==> src/rtl/brick_wall_pkg.sv <==
// Shared Breakout geometry and state encoding for the brick wall, ball and renderer.
package brick_wall_pkg;

  localparam int ROWS     = 4;
  localparam int COLS     = 8;
  localparam int N        = ROWS * COLS;
  localparam int IDX_W    = $clog2(N);
  localparam int BRICK_W  = 64;
  localparam int BRICK_H  = 16;
  localparam int ORIGIN_X = 64;
  localparam int ORIGIN_Y = 48;
  localparam int R_BALL   = 8;

  localparam int GEOM_W   = 11;
  localparam int BW_SHIFT = $clog2(BRICK_W);
  localparam int BH_SHIFT = $clog2(BRICK_H);
  localparam int COL_SHIFT = $clog2(COLS);
  localparam int WALL_W   = COLS * BRICK_W;
  localparam int WALL_H   = ROWS * BRICK_H;

  localparam logic [9:0] RESET_X = 10'd320;
  localparam logic [9:0] RESET_Y = 10'd240;

  typedef enum logic [1:0] {IDLE, SCAN, HOLD} state_t;

  typedef struct packed {
    logic u;
    logic d;
    logic l;
    logic r;
  } hit_t;

endpackage

==> src/rtl/brick_geom.sv <==
// Combinational bounding box (inclusive edges) of brick idx in 11-bit screen coordinates.
module brick_geom import brick_wall_pkg::*; (
  input  logic [IDX_W-1:0]  idx,
  output logic [GEOM_W-1:0] left,
  output logic [GEOM_W-1:0] right,
  output logic [GEOM_W-1:0] top,
  output logic [GEOM_W-1:0] bottom
);

  logic [GEOM_W-1:0] row;
  logic [GEOM_W-1:0] col;

  assign row    = GEOM_W'(idx) / GEOM_W'(COLS);
  assign col    = GEOM_W'(idx) % GEOM_W'(COLS);
  assign left   = GEOM_W'(ORIGIN_X) + col * GEOM_W'(BRICK_W);
  assign right  = left + GEOM_W'(BRICK_W - 1);
  assign top    = GEOM_W'(ORIGIN_Y) + row * GEOM_W'(BRICK_H);
  assign bottom = top + GEOM_W'(BRICK_H - 1);

endmodule

==> src/rtl/brick_wall.sv <==
// Brick bitmap with a sequential collision scanner, held side-qualified hit,
// registered per-pixel brick mask, score and all-clear status.
module brick_wall import brick_wall_pkg::*; (
  input  logic       clk,
  input  logic       rst_n,
  input  logic       restart,
  input  logic [9:0] x_ball,
  input  logic [9:0] y_ball,
  input  logic [9:0] next_x,
  input  logic [9:0] next_y,
  output logic       hit_block,
  output logic       hit_block_u,
  output logic       hit_block_d,
  output logic       hit_block_l,
  output logic       hit_block_r,
  output logic       area,
  output logic [5:0] score,
  output logic       all_clear
);

  state_t            state_reg, state_next;
  logic [IDX_W-1:0]  idx_reg, idx_next;
  logic [9:0]        lx_reg, lx_next, ly_reg, ly_next;
  logic [N-1:0]      alive_reg, alive_next;
  logic [5:0]        score_reg, score_next;
  hit_t              hit_reg, hit_next;
  logic              all_clear_reg, area_reg, area_next;

  logic [GEOM_W-1:0] b_left, b_right, b_top, b_bottom;
  logic [GEOM_W-1:0] bx, by, rb, px, py;
  logic [IDX_W-1:0]  pix_idx;
  logic              moved, overlap;
  hit_t              scan_side;

  brick_geom u_geom (
    .idx    (idx_reg),
    .left   (b_left),
    .right  (b_right),
    .top    (b_top),
    .bottom (b_bottom)
  );

  assign moved   = (x_ball != lx_reg) || (y_ball != ly_reg);
  assign bx      = GEOM_W'(lx_reg);
  assign by      = GEOM_W'(ly_reg);
  assign rb      = GEOM_W'(R_BALL);
  assign overlap = (bx + rb >= b_left) && (bx <= b_right + rb) &&
                   (by + rb >= b_top)  && (by <= b_bottom + rb);

  always_comb begin
    scan_side = '0;
    if (by < b_top)         scan_side.u = 1'b1;
    else if (by > b_bottom) scan_side.d = 1'b1;
    else if (bx < b_left)   scan_side.l = 1'b1;
    else                    scan_side.r = 1'b1;
  end

  always_comb begin
    state_next = state_reg;
    idx_next   = idx_reg;
    lx_next    = lx_reg;
    ly_next    = ly_reg;
    alive_next = alive_reg;
    score_next = score_reg;
    hit_next   = hit_reg;
    if (restart) begin
      state_next = IDLE;
      idx_next   = '0;
      lx_next    = RESET_X;
      ly_next    = RESET_Y;
      alive_next = '1;
      score_next = '0;
      hit_next   = '0;
    end else begin
      case (state_reg)
        IDLE: begin
          if (moved) begin
            lx_next    = x_ball;
            ly_next    = y_ball;
            idx_next   = '0;
            state_next = SCAN;
          end
        end
        SCAN: begin
          // A move abandons the scan so the old position can never score.
          if (moved) begin
            lx_next  = x_ball;
            ly_next  = y_ball;
            idx_next = '0;
          end else if (alive_reg[idx_reg] && overlap) begin
            alive_next[idx_reg] = 1'b0;
            score_next = score_reg + 6'd1;
            hit_next   = scan_side;
            state_next = HOLD;
          end else if (idx_reg == IDX_W'(N - 1)) begin
            state_next = IDLE;
          end else begin
            idx_next = idx_reg + IDX_W'(1);
          end
        end
        HOLD: begin
          if (moved) begin
            hit_next   = '0;
            lx_next    = x_ball;
            ly_next    = y_ball;
            idx_next   = '0;
            state_next = SCAN;
          end
        end
        default: state_next = IDLE;
      endcase
    end
  end

  assign px      = GEOM_W'(next_x);
  assign py      = GEOM_W'(next_y);
  assign pix_idx = IDX_W'((((py - GEOM_W'(ORIGIN_Y)) >> BH_SHIFT) << COL_SHIFT) +
                          ((px - GEOM_W'(ORIGIN_X)) >> BW_SHIFT));
  assign area_next = (px >= GEOM_W'(ORIGIN_X)) && (px < GEOM_W'(ORIGIN_X + WALL_W)) &&
                     (py >= GEOM_W'(ORIGIN_Y)) && (py < GEOM_W'(ORIGIN_Y + WALL_H)) &&
                     alive_reg[pix_idx];

  always_ff @(posedge clk or negedge rst_n) begin
    if (!rst_n) begin
      state_reg     <= IDLE;
      idx_reg       <= '0;
      lx_reg        <= RESET_X;
      ly_reg        <= RESET_Y;
      alive_reg     <= '1;
      score_reg     <= '0;
      hit_reg       <= '0;
      all_clear_reg <= 1'b0;
      area_reg      <= 1'b0;
    end else begin
      state_reg     <= state_next;
      idx_reg       <= idx_next;
      lx_reg        <= lx_next;
      ly_reg        <= ly_next;
      alive_reg     <= alive_next;
      score_reg     <= score_next;
      hit_reg       <= hit_next;
      all_clear_reg <= (alive_next == '0);
      area_reg      <= area_next;
    end
  end

  // The held hit is masked combinationally the moment the ball leaves the latched spot.
  assign hit_block   = (|hit_reg) & ~moved;
  assign hit_block_u = hit_reg.u & ~moved;
  assign hit_block_d = hit_reg.d & ~moved;
  assign hit_block_l = hit_reg.l & ~moved;
  assign hit_block_r = hit_reg.r & ~moved;
  assign area        = area_reg;
  assign score       = score_reg;
  assign all_clear   = all_clear_reg;

endmodule

==> config.mk <==
export PLATFORM = sky130hd
export DESIGN_NAME = brick_wall
export DESIGN_NICKNAME = d
export VERILOG_FILES = /design/src/rtl/brick_wall_pkg.sv /design/src/rtl/brick_geom.sv /design/src/rtl/brick_wall.sv
export SDC_FILE = /design/constraint.sdc
export NUM_CORES = 1
export LEC_CHECK = 0
export CAP_MARGIN = 20
export CELL_PAD_IN_SITES_DETAIL_PLACEMENT = 1
export CELL_PAD_IN_SITES_GLOBAL_PLACEMENT = 2
export CORE_AREA = 2 2 130 132
export CTS_BUF_LIST = sky130_fd_sc_hd__clkbuf_8
export CTS_CLUSTER_DIAMETER = 40
export DETAILED_ROUTE_END_ITERATION = 10
export DIE_AREA = 0 0 132 134
export GPL_ROUTABILITY_DRIVEN = 0
export PLACE_DENSITY = 0.82
export SETUP_SLACK_MARGIN = 0.4
export SYNTH_ARGS = -nofsm -noshare
export SYNTH_HDL_FRONTEND = slang
export SYNTH_SLANG_ARGS = --single-unit
==> constraint.sdc <==
create_clock -name clk -period 3.55 [get_ports clk]
set_input_delay 0.5325 -clock clk [delete_from_list [all_inputs] [get_ports clk]]
set_output_delay 0.5325 -clock clk [all_outputs]
set_load 0.05 [all_outputs]
==> run_results.csv <==
group,metric,value,unit
run_status,status,"finished, violations left",
run_status,violations,"negative setup slack",
timing,max_slew_margin,45.15,%
placed_design,port-buffer-count,51,
setup_path,rrSetupSlack,-0.26,ns
global_route,grt_pass1_wl,28070,um
cells_and_area,final_layout_size_suffix_gt1_share,30.66,%
timing,setup_tns,-0.2609,ns
clocking,cts_tree,"yes",
cells_and_area,diodes,0,
global_route,track_usage,19.85,%
yosys,synth_top_area_share,18.84,%
timing,finalMaxSlewViolations,0,
floorplan,ios,56,
worst_hold_path,hold_class,"in -> async",
setup_path,worst_path_largest_cell_delay,0.56,ns
floorplan,start_util,32.54,%
placed_design,dp_hpwl,12780,um
global_route,grt_pass1_vias,5328,
cells_and_area,largest_reg_flops,32,
yosys,synth_seq_cells,71,
setup_path,cpMostUsedCell,"nand4b_1",
floorplan,rows,47,
yosys,netlist_instances,582,
setup_path,critPathBufInv,0,
job,maxCapViolCount,0,
pwr,leakagePower,2.853,nW
timing,worstMarginPinSlew,0.8227,ns
timing,hold_ws,0.2028,ns
route,wire_per_inst,18.60,um
setup_path,cp-start-kind,"flip-flop",
timing,layout_min_cycle_time,3.811,ns
cells_and_area,register_area,1826,sq um
yosys,seq_area_frac_synth,34.42,%
yosys,synth_ff_type,"dfstp_2",
route,ant_nets,0,
global_route,gr-total-overflow,0,
clocking,cts_sinks,71,
setup_path,cp_slowest_cell,"or4_4",
floorplan,die_x,132,um
floorplan,die_area,17690,sq um
timing,rsz0062_at_grt,"true",
timing,fmax,262.4,MHz
route,vias,4855,
yosys,synthArstFlopShare,100.0,%
clocking,cts-root-buf,"clkbuf_8",
yosys,ys_types,66,
cells_and_area,multi_input_area,3440,sq um
setup_path,critPathTopFamily,"simple AND/OR/NAND/NOR gates",
clocking,clock_path_buffers,2,
floorplan,die_h,134,um
timing,fin_skew,0.01154,ns
setup_path,worst_r2r_endpoint,"all_clear",
cells_and_area,fin_nets,776,
cells_and_area,area_growth,31.92,%
clocking,clk_latency,0.37,ns
yosys,synth_edf_count,0,
yosys,syn_area,5300,sq um
yosys,syn_area_per_cell,9.107,sq um
timing,period_share,107.3,%
yosys,syn-num-nets,665,
yosys,yosysTopAreaCell,"dfstp_2",
timing,layout_setup_ws,-0.2609,ns
clocking,htree_levels,3,
yosys,synthAdderAreaFrac,9.585,%
setup_path,worst_setup_path_end_kind,"flip-flop",
yosys,ys_top_cells_by_area,"dfstp_2, dfrtp_1, ha_1",
clocking,clkTransAtPathRegs,0.08,ns
setup_path,crit_type,"reg -> reg",
route,drc,0,
route,totalWireLength,17070,um
route,vias_per_cell,5.289,
setup_path,critical_path.cell_chain,"and3_4, nand3_2, xnor2_1, ha_1, nand4b_1, nor4_2, a311oi_2, a2111oi_4, and4_4, a31oi_1, or4_4, nor4_4, nand4b_1, nor4b_2",
cells_and_area,fillCellCount,1861,
yosys,synth_mux_area_share,8.192,%
clocking,numCtsBuffers,9,
setup_path,rr_worst_depth,14,
yosys,synth_xor_area_share,6.114,%
route,dr.first_iter.drc_count,292,
yosys,synth_top_family_by_area,"simple AND/OR/NAND/NOR gates",
setup_path,critical_path_arrival,4.10,ns
setup_path,worstReg2RegStart,"lx_reg[6]",
yosys,yosysWarnings,0,
yosys,synth_compound_area_share,16.01,%
pwr,ir_worst_vdd,0.1593,mV
pwr,power.density,251.7,nW/um^2
timing,hold_violations,0,
global_route,grt_max_degree,72,
floorplan,coreArea,16290,sq um
timing,finalSetupViolCount,1,
route,first_pass_iters,4,
global_route,antenna_found_initial,0,
setup_path,worstPathMaxFanout,6,
yosys,synthSimpleGateAreaFrac,20.89,%
setup_path,required,3.83,ns
how the worst max path moves through the flow:
stage / start / slack (ns) / end / depth (start not counted)
CTS: lx_reg[6] / -0.33 / all_clear / 14
finish: lx_reg[6] / -0.26 / all_clear / 14
detailed placement: lx_reg[6] / -0.38 / all_clear / 14
floorplan: idx_reg[2] / -0.04 / all_clear / 17
global route: idx_reg[0] / -0.51 / all_clear / 14
global placement: lx_reg[6] / -0.27 / all_clear / 14
area by class of cell:
cell class                      instances  share of cell area [%]
Clock buffer                            9                   1.772
Clock inverter                          7                  0.9306
Inverter                               17                  0.9485
Multi-Input combinational cell        459                   49.19
Sequential cell                        71                   26.11
Tap cell                              220                   3.937
Timing Repair Buffer                  135                   17.11
worst reg2reg max path, cell delays in order (launching register included):
cell and delay, ns:
dfstp_2 0.54, and3_4 0.21, nand3_2 0.08, xnor2_1 0.13, ha_1 0.31, nand4b_1 0.11, nor4_2 0.29, a311oi_2 0.11
a2111oi_4 0.34, and4_4 0.32, a31oi_1 0.14, or4_4 0.56, nor4_4 0.14, nand4b_1 0.17, nor4b_2 0.28
logic make-up after synthesis:
logic type | after synthesis
simple gates | 221
compound gates | 134
flops | 71
buf+inv | 52
fa+ha+maj | 40
xor+xnor | 37
mux | 27
repair_timing:
| item | in CTS | in global routing |
|---|---|---|
| pin swaps | 2 | 10 |
| gates resized for setup | 23 | 40 |
| buffers inserted | 4 | 9 |
| setup endpoints to repair | 36 | 47 |
| hold buffers | 0 | 0 |
metal layers:
metal	part of all wire (%)	up-vias	track usage (%)
li1	-	2296	-
met1	45	2447	25.17
met2	50	88	33.94
met3	3.7	24	4.233
met4	1.9	0	6.159
met5	0	-	0
power breakdown:
group          internal (mW)  switching, mW  leakage, nW
registers              0.827         0.0166        0.840
clock network          0.319          0.343        0.100
logic                  0.120          0.134         1.91
Yosys cell counts (3+ instances only):
library cell / number
a211o_1: 5
a21oi_1: 51
dfrtp_1: 33
nor2_1: 56
or3_1: 4
nand2_1: 62
nand3b_1: 4
buf_2: 8
nand4b_1: 3
nor4_1: 10
a31oi_1: 12
ha_1: 39
or2_2: 4
buf_6: 6
dfstp_2: 38
o211ai_1: 6
a22o_1: 3
xor2_1: 28
and2_1: 7
a21boi_0: 3
xnor2_1: 9
nor3_1: 8
and2_2: 3
mux2i_1: 13
nand3_1: 19
o31ai_1: 4
nand2b_1: 10
inv_1: 15
a21o_1: 4
nor2b_1: 12
clkbuf_1: 19
and3_1: 6
o21ai_0: 23
mux4_2: 13
placed cells by master, fill, tap and decap left out, types with 17 or more instances in the layout:
master	n
nand3_1	17
buf_4	76
dfrtp_1	32
nor2_1	54
dfstp_2	38
clkdlybuf4s50_1	44
xor2_1	26
ha_1	38
nand2_1	60
a21oi_1	48
metrics by stage:
stage          util [%]  total power, mW  area [sq um]  instances  worst slack, ns
6_report          42.92            1.760          6992        918          -0.2609
5_1_grt           42.92            1.844          6992        918          -0.5124
3_3_place_gp      39.78            1.086          6480        889          -0.2683
3_5_place_dp      39.78            1.098          6480        889          -0.3753
4_1_cts           41.57            1.769          6771        909          -0.3272
2_1_floorplan         -           0.9739          5345        582         -0.04255
(Power assumes the default switching activity.)
